$ cat config.mk
export PLATFORM = sky130hd
export DESIGN_NAME = uart_tx
export DESIGN_NICKNAME = d
export VERILOG_FILES = /design/src/rtl/uart_pkg.sv /design/src/rtl/uart_baud_gen.sv /design/src/rtl/uart_tx.sv
export SDC_FILE = /design/constraint.sdc
export NUM_CORES = 1
export LEC_CHECK = 0
export ABC_AREA = 1
export CORE_MARGIN = 5
export CORE_UTILIZATION = 50
export DETAILED_ROUTE_END_ITERATION = 16
export GPL_ROUTABILITY_DRIVEN = 0
export GPL_TIMING_DRIVEN = 0
export HOLD_SLACK_MARGIN = 0.06
export PLACE_DENSITY = 0.71
export REMOVE_ABC_BUFFERS = 1
export SLEW_MARGIN = 20
export SYNTH_ARGS = -nofsm -noshare
export SYNTH_HDL_FRONTEND = slang
export SYNTH_HIERARCHICAL = 1
export SYNTH_SLANG_ARGS = --single-unit
$ cat constraint.sdc
create_clock -name clk -period 1.9 [get_ports clk]
set_input_delay 0.38 -clock clk [delete_from_list [all_inputs] [get_ports clk]]
set_output_delay 0.38 -clock clk [all_outputs]
set_load 0.02 [all_outputs]
$ cat src/rtl/uart_pkg.sv
// Shared UART definitions: state encoding and sizing helpers used by the TX and RX paths.
// The TX parity stage is built only when UART_PARITY_EN is defined.
package uart_pkg;

    localparam logic [2:0] ST_IDLE   = 3'd0;
    localparam logic [2:0] ST_START  = 3'd1;
    localparam logic [2:0] ST_DATA   = 3'd2;
    localparam logic [2:0] ST_PARITY = 3'd3;
    localparam logic [2:0] ST_STOP   = 3'd4;

    typedef enum logic [2:0] {
        IDLE   = ST_IDLE,
        START  = ST_START,
        DATA   = ST_DATA,
        PARITY = ST_PARITY,
        STOP   = ST_STOP
    } tx_state_t;

    function automatic int clks_per_bit(input int clk_freq, input int baud);
        return clk_freq / baud;
    endfunction

    // Bits needed to hold 0..value-1; never less than 1 so it is always a legal width.
    function automatic int clog2(input int value);
        int result;
        int remaining;
        result    = 0;
        remaining = value - 1;
        while (remaining > 0) begin
            result    = result + 1;
            remaining = remaining >> 1;
        end
        return (result < 1) ? 1 : result;
    endfunction

endpackage

$ cat src/rtl/uart_baud_gen.sv
// Bit-time counter: counts 0..CLKS_PER_BIT-1 and strobes bit_done on the last count.
// A synchronous clear holds it at zero so every frame starts aligned to acceptance.
module uart_baud_gen
    import uart_pkg::*;
#(
    parameter int CLKS_PER_BIT = 434,
    parameter int CNT_W        = clog2(CLKS_PER_BIT)
) (
    input  logic clk,
    input  logic n_rst,
    input  logic clear,
    output logic bit_done
);

    localparam logic [CNT_W-1:0] LAST = CNT_W'(CLKS_PER_BIT - 1);

    logic [CNT_W-1:0] cnt;

    always_ff @(posedge clk or negedge n_rst) begin
        if (!n_rst) begin
            cnt <= '0;
        end else if (clear || cnt == LAST) begin
            cnt <= '0;
        end else begin
            cnt <= cnt + 1'b1;
        end
    end

    assign bit_done = !clear && (cnt == LAST);

endmodule

$ cat src/rtl/uart_tx.sv
// 8N1-style UART transmitter with a valid/ready byte interface; txd idles high.
// Define UART_PARITY_EN to insert a parity bit (even, or odd when PARITY_ODD=1) after the data bits.
module uart_tx
    import uart_pkg::*;
#(
    parameter int CLK_FREQ   = 50_000_000,
    parameter int BAUD       = 115_200,
    parameter int DATA_W     = 8,
    parameter int STOP_BITS  = 1,
    parameter int PARITY_ODD = 0
) (
    input  logic              clk,
    input  logic              n_rst,
    input  logic              tx_valid,
    input  logic [DATA_W-1:0] tx_data,
    output logic              tx_ready,
    output logic              busy,
    output logic              txd,
    output tx_state_t         state
);

    localparam int CPB   = clks_per_bit(CLK_FREQ, BAUD);
    localparam int IDX_W = clog2(DATA_W);

    localparam logic [IDX_W-1:0] LAST_BIT  = IDX_W'(DATA_W - 1);
    localparam logic [IDX_W-1:0] LAST_STOP = IDX_W'(STOP_BITS - 1);

    if (CPB < 2 || DATA_W < 5 || DATA_W > 8 || STOP_BITS < 1 || STOP_BITS > 2 ||
        PARITY_ODD < 0 || PARITY_ODD > 1) begin : g_bad_config
        $error("uart_tx: unsupported parameter combination");
    end

    // Handshake: a byte is taken on a rising clk edge where tx_valid && tx_ready; tx_ready is
    // high only in IDLE, so a request made while a frame is running is dropped, never queued.
    logic              accept;
    logic              bit_done;
    logic [DATA_W-1:0] shreg;
    logic [IDX_W-1:0]  bit_idx;
`ifdef UART_PARITY_EN
    logic              par_bit;
`endif

    assign accept = tx_valid && tx_ready;

    uart_baud_gen #(
        .CLKS_PER_BIT(CPB)
    ) u_baud (
        .clk     (clk),
        .n_rst   (n_rst),
        .clear   (state == IDLE),
        .bit_done(bit_done)
    );

    // bit_idx counts data bits in DATA and is reused to count stop bits in STOP.
    always_ff @(posedge clk or negedge n_rst) begin
        if (!n_rst) begin
            state    <= IDLE;
            txd      <= 1'b1;
            tx_ready <= 1'b1;
            busy     <= 1'b0;
            shreg    <= '0;
            bit_idx  <= '0;
`ifdef UART_PARITY_EN
            par_bit  <= 1'b0;
`endif
        end else begin
            case (state)
                IDLE: begin
                    if (accept) begin
                        state    <= START;
                        txd      <= 1'b0;
                        tx_ready <= 1'b0;
                        busy     <= 1'b1;
                        shreg    <= tx_data;
                        bit_idx  <= '0;
`ifdef UART_PARITY_EN
                        par_bit  <= (^tx_data) ^ (PARITY_ODD != 0);
`endif
                    end
                end
                START: begin
                    if (bit_done) begin
                        state <= DATA;
                        txd   <= shreg[0];
                        shreg <= {1'b0, shreg[DATA_W-1:1]};
                    end
                end
                DATA: begin
                    if (bit_done) begin
                        if (bit_idx == LAST_BIT) begin
                            bit_idx <= '0;
`ifdef UART_PARITY_EN
                            state   <= PARITY;
                            txd     <= par_bit;
`else
                            state   <= STOP;
                            txd     <= 1'b1;
`endif
                        end else begin
                            bit_idx <= bit_idx + 1'b1;
                            txd     <= shreg[0];
                            shreg   <= {1'b0, shreg[DATA_W-1:1]};
                        end
                    end
                end
`ifdef UART_PARITY_EN
                PARITY: begin
                    if (bit_done) begin
                        state <= STOP;
                        txd   <= 1'b1;
                    end
                end
`endif
                STOP: begin
                    if (bit_done) begin
                        if (bit_idx == LAST_STOP) begin
                            state    <= IDLE;
                            tx_ready <= 1'b1;
                            busy     <= 1'b0;
                            bit_idx  <= '0;
                        end else begin
                            bit_idx <= bit_idx + 1'b1;
                        end
                    end
                end
                default: begin
                    state    <= IDLE;
                    txd      <= 1'b1;
                    tx_ready <= 1'b1;
                    busy     <= 1'b0;
                    bit_idx  <= '0;
                end
            endcase
        end
    end

endmodule

==> results of run 1 <==
## through the flow
stage          setup TNS [ps]  total power [mW]  std cells
2_1_floorplan               0              2.02        210
3_3_place_gp                0              2.40        259
3_5_place_dp                0              2.42        259
4_1_cts                     0              2.81        264
5_1_grt                 -9.93              3.16        264
6_report                    0              2.83        264
## cell usage after synthesis
| cell type | count | share of area |
|---|---|---|
| sky130_fd_sc_hd__nor2_4 | 3 | 0.022 |
| sky130_fd_sc_hd__nand3_2 | 2 | 0.013 |
| sky130_fd_sc_hd__inv_2 | 1 | 0.0025 |
| sky130_fd_sc_hd__dfstp_2 | 2 | 0.035 |
| sky130_fd_sc_hd__a21oi_1 | 1 | 0.0033 |
| sky130_fd_sc_hd__dfrtp_1 | 24 | 0.40 |
| sky130_fd_sc_hd__nor2_1 | 22 | 0.055 |
| sky130_fd_sc_hd__nand2_1 | 93 | 0.23 |
| sky130_fd_sc_hd__buf_6 | 1 | 0.0075 |
| sky130_fd_sc_hd__ha_1 | 5 | 0.041 |
| sky130_fd_sc_hd__o21bai_1 | 1 | 0.0050 |
| sky130_fd_sc_hd__nand2_2 | 2 | 0.0083 |
| sky130_fd_sc_hd__o21ai_0 | 4 | 0.013 |
| sky130_fd_sc_hd__xor2_1 | 1 | 0.0058 |
| sky130_fd_sc_hd__a21boi_0 | 1 | 0.0050 |
| sky130_fd_sc_hd__nand2_4 | 1 | 0.0075 |
| sky130_fd_sc_hd__a21oi_2 | 1 | 0.0058 |
| sky130_fd_sc_hd__nand3_1 | 17 | 0.056 |
| sky130_fd_sc_hd__inv_1 | 24 | 0.060 |
| sky130_fd_sc_hd__xnor2_1 | 2 | 0.012 |
| sky130_fd_sc_hd__nor2_2 | 2 | 0.0083 |
| sky130_fd_sc_hd__o21ai_1 | 1 | 0.0033 |
## flip-flops by register name (all words and copies together), names as in the netlist
| signal | cells |
|---|---|
| bit_idx | 3 |
| busy | 1 |
| tx_ready | 1 |
| u_baud/cnt | 9 |
| txd | 1 |
| state | 3 |
| shreg | 8 |
## power by group through the flow
stage          Sequential [mW]  Clock, mW  Combinational (mW)
2_1_floorplan            0.947          0                1.07
4_1_cts                  0.892      0.391                1.52
6_report                 0.897      0.376                1.56
3_3_place_gp             0.899          0                1.50
5_1_grt                  0.922      0.421                1.81
3_5_place_dp             0.903          0                1.52
## area by class of cell
type	instances	area, sq um
fillers	273	1180
repair buffers	17	166
multi-input cells	159	783
inverters	25	93.8
clock buffers	3	22.5
clock inverters	1	30.0
well taps	33	41.3
flip-flops and latches	26	656
## worst register-to-register path: stages (launching register included)
cell and delay [ps]:
sky130_fd_sc_hd__dfrtp_1 470, sky130_fd_sc_hd__nor2_2 260, sky130_fd_sc_hd__nand2_1 110, sky130_fd_sc_hd__inv_1 110
sky130_fd_sc_hd__nor2_2 50, sky130_fd_sc_hd__inv_2 130, sky130_fd_sc_hd__nand3_2 130, sky130_fd_sc_hd__nand2_1 180
sky130_fd_sc_hd__nor2_4 70, sky130_fd_sc_hd__nand3_1 70, sky130_fd_sc_hd__nand2_1 50
## cell families (layout without fill, tap and decap cells)
family | count (synthesis) | in the layout | synth area share
AOI/OAI and AO/OA | 9 | 9 | 0.0357
and+or+nand+nor | 142 | 142 | 0.402
adders and majority gates | 5 | 5 | 0.0415
DFF | 26 | 26 | 0.433
buffers and inverters | 26 | 46 | 0.0697
xor gates and xnor gates | 3 | 3 | 0.0174
## repair_timing
| item | 4_1_cts | 5_1_grt |
|---|---|---|
| gates resized for setup | 1 | 13 |
| setup endpoints to repair | 1 | 18 |
| hold buffers | 1 | 0 |
| hold endpoints to repair | 24 | 0 |
| pin swaps | 0 | 1 |
## worst paths after layout
kind                           from  slack, ps       endpoint  cells after the start
setup reg to reg           state[2]        180     bit_idx[0]                     10
min in group asynchronous     n_rst        570       shreg[0]                      2
hold / removal                  txd        480            txd                      2
setup / recovery           state[0]         80       state[0]                      1
max in group asynchronous     n_rst        930  u_baud/cnt[0]                      2
hold reg to reg                 txd        480            txd                      2
## layer usage
layer / routed length (um) / global-route usage / share of wire / vias to the layer above
met4: 25 / 0.0633 / 0.0089 / 0
met1: 1370 / 0.195 / 0.49 / 545
li1: - / - / - / 688
met3: 69 / 0.0208 / 0.025 / 2
met5: 0 / 0 / 0 / -
met2: 1330 / 0.234 / 0.48 / 8
==> summary.txt, run 1 <==
global-route wire length before repair -> 4.86 mm
Core Area -> 0.00298 sq mm
die boundary height -> 64.9 um
instance area at placement -> 0.00169 sq mm
minimum setup slack in the final design -> 83.7 ps
overall die width -> 64.9 um
part of the total power dissipated in sequential elements -> 0.317
data arrival time of the critical path -> 1440 ps
kind of critical path -> register to primary output
Clock Pin Slew Worst Setup and Hold Paths -> 140 ps
total power per unit cell area -> 1580 mW/mm^2
crit share post-route -> 0.956
Post-route DRC -> 0
Final Max Tran Viols -> 0
initial antenna violation count -> 0
cell internal pwr -> 1.51 mW
final setup fails -> 0
vias in the first global route -> 1138
mean post-synth cell area -> 7.15 sq um
Buffers & Inverters on Critical Path -> 1
Setup crit start kind -> register
HP Class -> register to register
Sink Count -> 26
number of nets in the finished design -> 248
number of routed nets with antenna violations -> 0
clock tree from TritonCTS -> built
synthesized netlist cell count -> 211
timing-limited maximum frequency -> 0.551 GHz
buffer count from post-CTS setup fixing -> 0
reported net switching power -> 1.32 mW
clock root buffer master -> sky130_fd_sc_hd__clkbuf_4
post-layout minimum cycle time -> 1820 ps
Max Root-Sink Buffers -> 2
run status -> finished, final reports clean
first-pass iteration count of the detailed router -> 4
leakage power summed over all cells -> 0.962 nW
type of destination of the critical path -> primary output
YS warnings -> 6
routed wire length per instance -> 10.6 um
commonest non-fill, non-tap cell in the layout -> sky130_fd_sc_hd__nand2_1
final cell area excluding filler cells -> 0.00179 sq mm
switching power as a share of total power -> 0.468
H-tree lvl count -> 1
overall die area -> 0.00421 sq mm
iteration-0 DRC count of the detailed router -> 103
worst rel slew slack -> 0.617
Hold Worst Slack -> 484 ps
combinational fraction of design power -> 0.550
sequential-to-total area share from yosys stat -> 0.433
num ports -> 17
total CTS buffers -> 3
largest net degree at the start of global routing -> 27
estimated wirelength of the detail-placed design -> 2.04 mm
cell area after synthesis -> 0.00151 sq mm
total routing resource utilization after global routing -> 0.146
worst path required time -> 1520 ps
ordered list of cells on the worst path -> clkdlybuf4s50_1
max-capacitance violation count -> 0
Post-Place Setup Slack -> 40.2 ps
Antenna Diode Count -> 0
number of port buffers -> 16
top cell family by delay on the critical path -> buffers and inverters
final WL -> 2.80 mm
area grow syn2layout -> 18.9%
clock network latency to the later pin of the worst-skew pair -> 320 ps
final hold violation count -> 0
vias -> 1243
total overflow reported by the global router -> 0
fin util -> 0.602
library cells used by synthesis -> 22
row count -> 20
Starting Density -> 0.506
layout cell share with drive strength beyond 1 -> 0.130
Max stage delay cell, worst path -> sky130_fd_sc_hd__clkdlybuf4s50_1
mean number of vias per cell -> 4.71
CP max FO -> 6
commonest cells after routing, fill and taps aside -> 92 x sky130_fd_sc_hd__nand2_1, 23 x sky130_fd_sc_hd__inv_1, 22 x sky130_fd_sc_hd__dfrtp_1, 19 x sky130_fd_sc_hd__nor2_1, 14 x sky130_fd_sc_hd__nand3_1
maximum vdd ir drop -> 0.759 mV
Worst Max-Slew Pin Slew -> 574 ps
Seq cells post-synth -> 26
critical path's largest stage delay -> 640 ps
Max Clock Skew -> 5.38 ps
Clock power frac -> 0.133
No activity file was read; power rests on OpenSTA's default activity.
==> run 2: changes to the inputs <==
- SETUP_SLACK_MARGIN: not set -> 0.05
==> summary.txt, run 2 (synthesized netlist as in run 1, its figures left out) <==
estimated wirelength of the detail-placed design -> 2.04 mm (unchanged)
die boundary height -> 64.9 um (unchanged)
run status -> finished, final reports clean
Buffers & Inverters on Critical Path -> 1 (unchanged)
commonest cells after routing, fill and taps aside -> 91 x sky130_fd_sc_hd__nand2_1, 23 x sky130_fd_sc_hd__inv_1, 21 x sky130_fd_sc_hd__dfrtp_1, 19 x sky130_fd_sc_hd__nor2_1, 14 x sky130_fd_sc_hd__nand3_1
maximum vdd ir drop -> 0.730 mV (-3.8%)
register with the most flip-flops -> u_baud/cnt
final setup fails -> 0 (unchanged)
type of destination of the critical path -> primary output
layout cell share with drive strength beyond 1 -> 0.142 (+0.0124)
num ports -> 17 (unchanged)
commonest non-fill, non-tap cell in the layout -> sky130_fd_sc_hd__nand2_1
total power per unit cell area -> 1590 mW/mm^2 (+0.39%)
met3 Usage GRT -> 0.0208 (unchanged)
Post-route DRC -> 0 (unchanged)
minimum setup slack in the final design -> 136 ps (+52.7 ps)
crit share post-route -> 0.928 (-0.0278)
first-pass iteration count of the detailed router -> 4 (unchanged)
Worst Max-Slew Pin Slew -> 574 ps (-0.188 ps)
Max Root-Sink Buffers -> 2 (unchanged)
CP max FO -> 6 (unchanged)
worst path required time -> 1520 ps (about the same)
number of routed nets with antenna violations -> 0 (unchanged)
Max Clock Skew -> 5.91 ps (+0.532 ps)
H-tree lvl count -> 1 (unchanged)
Setup crit start kind -> register
total CTS buffers -> 3 (unchanged)
met1 GRT Util -> 0.195 (unchanged)
top cell family by delay on the critical path -> buffers and inverters
final hold violation count -> 0 (unchanged)
flip-flop count of the largest register after layout -> 9 (unchanged)
ordered list of cells on the worst path -> clkdlybuf4s50_1
row count -> 20 (unchanged)
Clock power frac -> 0.131 (-0.002)
final WL -> 2.80 mm (unchanged)
total area of multi-input combinational cells -> 786 sq um (+0.32%)
post-layout minimum cycle time -> 1760 ps (-52.7 ps)
Post-Place Setup Slack -> 40.2 ps (unchanged)
vias in the first global route -> 1143 (+0.44%)
area grow syn2layout -> 19.4%
number of port buffers -> 16 (unchanged)
kind of critical path -> register to primary output
switching power as a share of total power -> 0.467 (-0.000955)
part of the total power dissipated in sequential elements -> 0.312 (-0.005)
FF+latch area -> 657 sq um (+0.19%)
Max stage delay cell, worst path -> sky130_fd_sc_hd__clkdlybuf4s50_1
overall die area -> 0.00421 sq mm (unchanged)
total overflow reported by the global router -> 0 (unchanged)
clock network latency to the later pin of the worst-skew pair -> 320 ps (about the same)
Final Max Tran Viols -> 0 (unchanged)
global-route wire length before repair -> 4.88 mm (+0.43%)
reported net switching power -> 1.33 mW (+0.60%)
Sink Count -> 26 (unchanged)
worst rel slew slack -> 0.617 (about the same)
iteration-0 DRC count of the detailed router -> 106 (+2.9%)
Core Area -> 0.00298 sq mm (unchanged)
Starting Density -> 0.506 (unchanged)
# fillers -> 276 (+1.1%)
max-capacitance violation count -> 0 (unchanged)
largest registers -> u_baud/cnt (9), shreg (8)
mean number of vias per cell -> 4.69 (-0.30%)
number of nets in the finished design -> 249 (+0.40%)
leakage power summed over all cells -> 0.955 nW (-0.75%)
met2 track utilization from global routing -> 0.236 (+0.00255)
critical path's largest stage delay -> 620 ps (-20 ps)
clock tree from TritonCTS -> built
clock root buffer master -> sky130_fd_sc_hd__clkbuf_4
HP Class -> register to register
initial antenna violation count -> 0 (unchanged)
cell internal pwr -> 1.52 mW (+0.99%)
most used routing layer -> met2
total routing resource utilization after global routing -> 0.147 (+0.000733)
largest net degree at the start of global routing -> 27 (unchanged)
Antenna Diode Count -> 0 (unchanged)
overall die width -> 64.9 um (unchanged)
vias -> 1244 (+0.080%)
final-layout setup total negative slack -> 0 ps (unchanged)
data arrival time of the critical path -> 1380 ps (-60 ps)
Clock Pin Slew Worst Setup and Hold Paths -> 140 ps (about the same)
routed wire length per instance -> 10.6 um (-0.38%)
combinational fraction of design power -> 0.557 (+0.007)
timing-limited maximum frequency -> 0.567 GHz (+3.0%)
setup repair after global routing missed its margin -> true
[run 2: cell types whose count changed in the layout (fill, tap and decap cells not counted), sizes merged]
cell / change
buf: +1
dlygate4sd2: +1
dlymetal6s2s: -1
[run 2: final cells by class]
type	instances	share of cell area
sequential	26	0.365
clock inverter	1	0.0167
multi-input combinational	159	0.436
clock buffer	3	0.0125
timing repair buffer	18	0.0945
tap	33	0.0229
inverter	25	0.0521
[run 2: power by group through the flow]
stage	Combinational [mW]	Clock [mW]	Sequential, mW
floorplan	1.07	0	0.947
global placement	1.50	0	0.899
detailed placement	1.52	0	0.903
CTS	1.55	0.391	0.883
global route	1.84	0.421	0.915
finish	1.59	0.373	0.891
[run 2: tightest hold or removal path: cells and delay by family, from the launching register on]
kind	cells	cell delay (ps)
compound gates	1	60
simple gates	1	50
flops	1	390
[run 2: routing by layer]
layer	vias up	wire (um)
li1	693	-
met1	539	1360
met2	10	1330
met3	2	80
met4	0	25
met5	-	0
[run 2: path summary, 6_finish.rpt]
check,from,endpoint,slack [ps],cells after the start
max in group asynchronous,n_rst,state[2],920,2
worst max-delay path,state[1],state[1],140,1
worst max register to register,state[2],state[2],200,10
min in group asynchronous,n_rst,shreg[0],570,2
worst min-delay path,txd,txd,480,2
worst min register to register,txd,txd,480,2
[run 2: stage by stage]
step                      std cells  hold slack, ps   util  instance area (sq um)  power [mW]
final                           265             484  0.605                   1800        2.85
after global routing            265             513  0.605                   1800        3.18
after CTS                       265             489  0.592                   1760        2.83
after detailed placement        259             420  0.568                   1690        2.42
after global placement          259             454  0.570                   1700        2.40
after floorplan                 210            84.4      -                   1500        2.02
[run 2: repair_timing]
item	in CTS	in global routing
resized for setup	3	14
pin swaps	0	1
endpoints found under the setup margin	5	20
endpoints found under the hold margin	24	0
buffers inserted	1	0
hold buffers	1	0
gates cloned	0	0
==> run 3: changes to the inputs <==
- SYNTH_HIERARCHICAL: 1 -> not set
==> summary.txt, run 3 <==
row count -> 20 (unchanged)
cell internal pwr -> 1.45 mW (-4.5%)
final cell area excluding filler cells -> 0.00177 sq mm (-1.6%)
Final Max Tran Viols -> 0 (unchanged)
ordered list of cells on the worst path -> clkdlybuf4s50_1
critical path's largest stage delay -> 620 ps (about the same)
Post-route DRC -> 0 (unchanged)
flip-flop count of the largest register after layout -> 9 (unchanged)
total power per unit cell area -> 1550 mW/mm^2 (-2.0%)
Worst Max-Slew Pin Slew -> 564 ps (-10.3 ps)
switching power as a share of total power -> 0.472 (+0.00520)
Sink Count -> 26 (unchanged)
final total power -> 2.75 mW (-3.6%)
iteration-0 DRC count of the detailed router -> 52 (-51%)
number of routed nets with antenna violations -> 0 (unchanged)
YS warnings -> 0 (-6)
number of port buffers -> 16 (unchanged)
# fillers -> 285 (+3.3%)
Starting Density -> 0.513 (+0.00661)
estimated wirelength of the detail-placed design -> 2.32 mm (+14%)
final-layout setup total negative slack -> 0 ps (unchanged)
clock root buffer master -> sky130_fd_sc_hd__clkbuf_4
Max Root-Sink Buffers -> 2 (unchanged)
Seq cells post-synth -> 26 (unchanged)
commonest non-fill, non-tap cell in the layout -> sky130_fd_sc_hd__nand2_1
share of Yosys cell area claimed by the top area cell type -> 0.390 (-0.00841)
initial antenna violation count -> 0 (unchanged)
largest registers -> u_baud.cnt (9), shreg (8)
total overflow reported by the global router -> 0 (unchanged)
count of flip-flops with a built-in enable after synthesis -> 0 (unchanged)
vias -> 1354 (+8.8%)
overall die width -> 65.5 um (+0.91%)
top cell types by occurrence after synthesis -> 68 x sky130_fd_sc_hd__nand2_1, 24 x sky130_fd_sc_hd__dfrtp_1, 20 x sky130_fd_sc_hd__nand3_1
final hold violation count -> 0 (unchanged)
clock tree from TritonCTS -> built
mean post-synth cell area -> 7.70 sq um (+7.8%)
area grow syn2layout -> 15.0%
Setup crit start kind -> register
instance area at placement -> 0.00170 sq mm (+0.59%)
final setup fails -> 0 (unchanged)
largest area contributor in the synthesized netlist -> sky130_fd_sc_hd__dfrtp_1
vias in the first global route -> 1292 (+13%)
max-capacitance violation count -> 0 (unchanged)
fin util -> 0.590 (-0.0146)
worst rel slew slack -> 0.624 (+0.00686)
Synth async-reset ratio -> 1.00 (unchanged)
layout cell share with drive strength beyond 1 -> 0.128 (-0.0138)
top cell family by delay on the critical path -> buffers and inverters
Max stage delay cell, worst path -> sky130_fd_sc_hd__clkdlybuf4s50_1
Clock Pin Slew Worst Setup and Hold Paths -> 140 ps (about the same)
Antenna Diode Count -> 0 (unchanged)
kind of critical path -> register to primary output
die boundary height -> 65.5 um (+0.91%)
leakage power summed over all cells -> 0.890 nW (-6.8%)
overall die area -> 0.00429 sq mm (+1.8%)
final WL -> 3.13 mm (+12%)
Clock power frac -> 0.137 (+0.006)
setup repair after global routing missed its margin -> false
num ports -> 17 (unchanged)
HP Class -> register to register
Max Clock Skew -> 4.41 ps (-1.50 ps)
library cells used by synthesis -> 24 (+9.1%)
cell area after synthesis -> 0.00154 sq mm (+2.2%)
part of the total power dissipated in sequential elements -> 0.328 (+0.016)
synthesized netlist cell count -> 200 (-5.2%)
type of destination of the critical path -> primary output
commonest cells after routing, fill and taps aside -> 68 x sky130_fd_sc_hd__nand2_1, 22 x sky130_fd_sc_hd__dfrtp_1, 20 x sky130_fd_sc_hd__nand3_1, 14 x sky130_fd_sc_hd__inv_1, 13 x sky130_fd_sc_hd__nand4_1
register with the most flip-flops -> u_baud.cnt
post-layout minimum cycle time -> 1780 ps (+15.8 ps)
dominant cells by area after synthesis -> sky130_fd_sc_hd__dfrtp_1 39%, sky130_fd_sc_hd__nand2_1 17%, sky130_fd_sc_hd__nand3_1 6.5%
data arrival time of the critical path -> 1400 ps (+20 ps)
buffer count from post-CTS setup fixing -> 0 (-1)
reported net switching power -> 1.30 mW (-2.5%)
combinational fraction of design power -> 0.535 (-0.022)
worst path required time -> 1520 ps (about the same)
sequential-to-total area share from yosys stat -> 0.424 (-0.00915)
mean number of vias per cell -> 5.39 (+15%)
Core Area -> 0.00300 sq mm (+0.84%)
Buffers & Inverters on Critical Path -> 1 (unchanged)
CP max FO -> 5 (-1)
crit share post-route -> 0.937 (+0.00833)
H-tree lvl count -> 1 (unchanged)
total CTS buffers -> 3 (unchanged)
total routing resource utilization after global routing -> 0.162 (+0.0150)
top-count cell post-synth -> sky130_fd_sc_hd__nand2_1
first-pass iteration count of the detailed router -> 5 (+1)
maximum vdd ir drop -> 0.618 mV (-15%)
number of nets in the finished design -> 235 (-5.6%)
run status -> finished, final reports clean
Hold Worst Slack -> 478 ps (-5.39 ps)
global-route wire length before repair -> 5.52 mm (+13%)
largest net degree at the start of global routing -> 27 (unchanged)
routed wire length per instance -> 12.5 um (+18%)
timing-limited maximum frequency -> 0.562 GHz (-0.89%)
most common flop cell mapped by yosys -> sky130_fd_sc_hd__dfrtp_1
clock network latency to the later pin of the worst-skew pair -> 320 ps (about the same)
[run 3: cell types whose count changed after synthesis, moves of 4 or more]
cell | before | now
sky130_fd_sc_hd__inv_1 | 24 | 14
sky130_fd_sc_hd__a21oi_1 | 1 | 5
sky130_fd_sc_hd__nand4_1 | 0 | 13
sky130_fd_sc_hd__nor3_1 | 0 | 4
sky130_fd_sc_hd__inv_2 | 1 | 6
sky130_fd_sc_hd__nor2_1 | 22 | 12
sky130_fd_sc_hd__nand2_1 | 93 | 68
[run 3: layout make-up]
class / count / area (sq um) / share of cell area
clock inverter: 1 / 30.0 / 0.0169
clock buffer: 3 / 22.5 / 0.0127
tap: 33 / 41.3 / 0.0233
sequential: 26 / 656 / 0.370
timing repair buffer: 17 / 161 / 0.0911
multi-input combinational: 150 / 782 / 0.441
inverter: 21 / 78.8 / 0.0445
[run 3: final timing paths]
path                                 end  cells after the start       start  slack, ps
min                             tx_ready                      2    tx_ready        480
max in group asynchronous       state[2]                      2       n_rst        930
max reg2reg                     shreg[1]                      8  bit_idx[0]        210
min in group asynchronous  u_baud.cnt[5]                      2       n_rst        560
max                             state[1]                      1    state[1]        120
min reg2reg                     tx_ready                      2    tx_ready        480
[run 3: logic make-up (layout without fill, tap and decap cells)]
family	count (synthesis)	in the layout	share of synthesized area
buf+inv	24	42	0.0731
compound gates	10	10	0.0325
flops	26	26	0.424
xor+xnor	1	1	0.00569
fa+ha+maj	5	5	0.0406
simple gates	134	134	0.424
[run 3: power groups by stage]
| stage | Combinational (mW) | Sequential, mW | Clock [mW] |
|---|---|---|---|
| finish | 1.47 | 0.902 | 0.378 |
| global route | 1.66 | 0.925 | 0.423 |
| CTS | 1.46 | 0.899 | 0.392 |
| detailed placement | 1.48 | 0.908 | 0 |
| global placement | 1.44 | 0.897 | 0 |
| floorplan | 1.02 | 0.953 | 0 |
[run 3: what timing repair did]
action                                 CTS  global route
setup endpoints to repair                4             9
gates resized for setup                  4             3
hold buffers                             1             0
endpoints found under the hold margin   24             0
[run 3: metal layers]
layer / vias to the layer above / part of all wire / track usage
met4: 0 / 0.0048 / 0.0570
met5: - / 0 / 0
met3: 2 / 0.053 / 0.0291
li1: 692 / - / -
met1: 616 / 0.47 / 0.207
met2: 44 / 0.47 / 0.273
[run 3: worst register-to-register path, cell delays in order, from the launching register on]
cell and delay (ps):
sky130_fd_sc_hd__dfrtp_1 430, sky130_fd_sc_hd__ha_1 210, sky130_fd_sc_hd__ha_1 200, sky130_fd_sc_hd__inv_1 120, sky130_fd_sc_hd__a21oi_1 120, sky130_fd_sc_hd__inv_2 160
sky130_fd_sc_hd__nand3_2 190, sky130_fd_sc_hd__nand2_1 110, sky130_fd_sc_hd__nand2_1 50
[run 3: metrics by stage]
| step | cells | worst slack [ps] |
|---|---|---|
| global placement | 246 | 131 |
| floorplan | 197 | 432 |
| finish | 251 | 121 |
| detailed placement | 246 | 180 |
| global route | 251 | 52.2 |
| CTS | 251 | 52.3 |
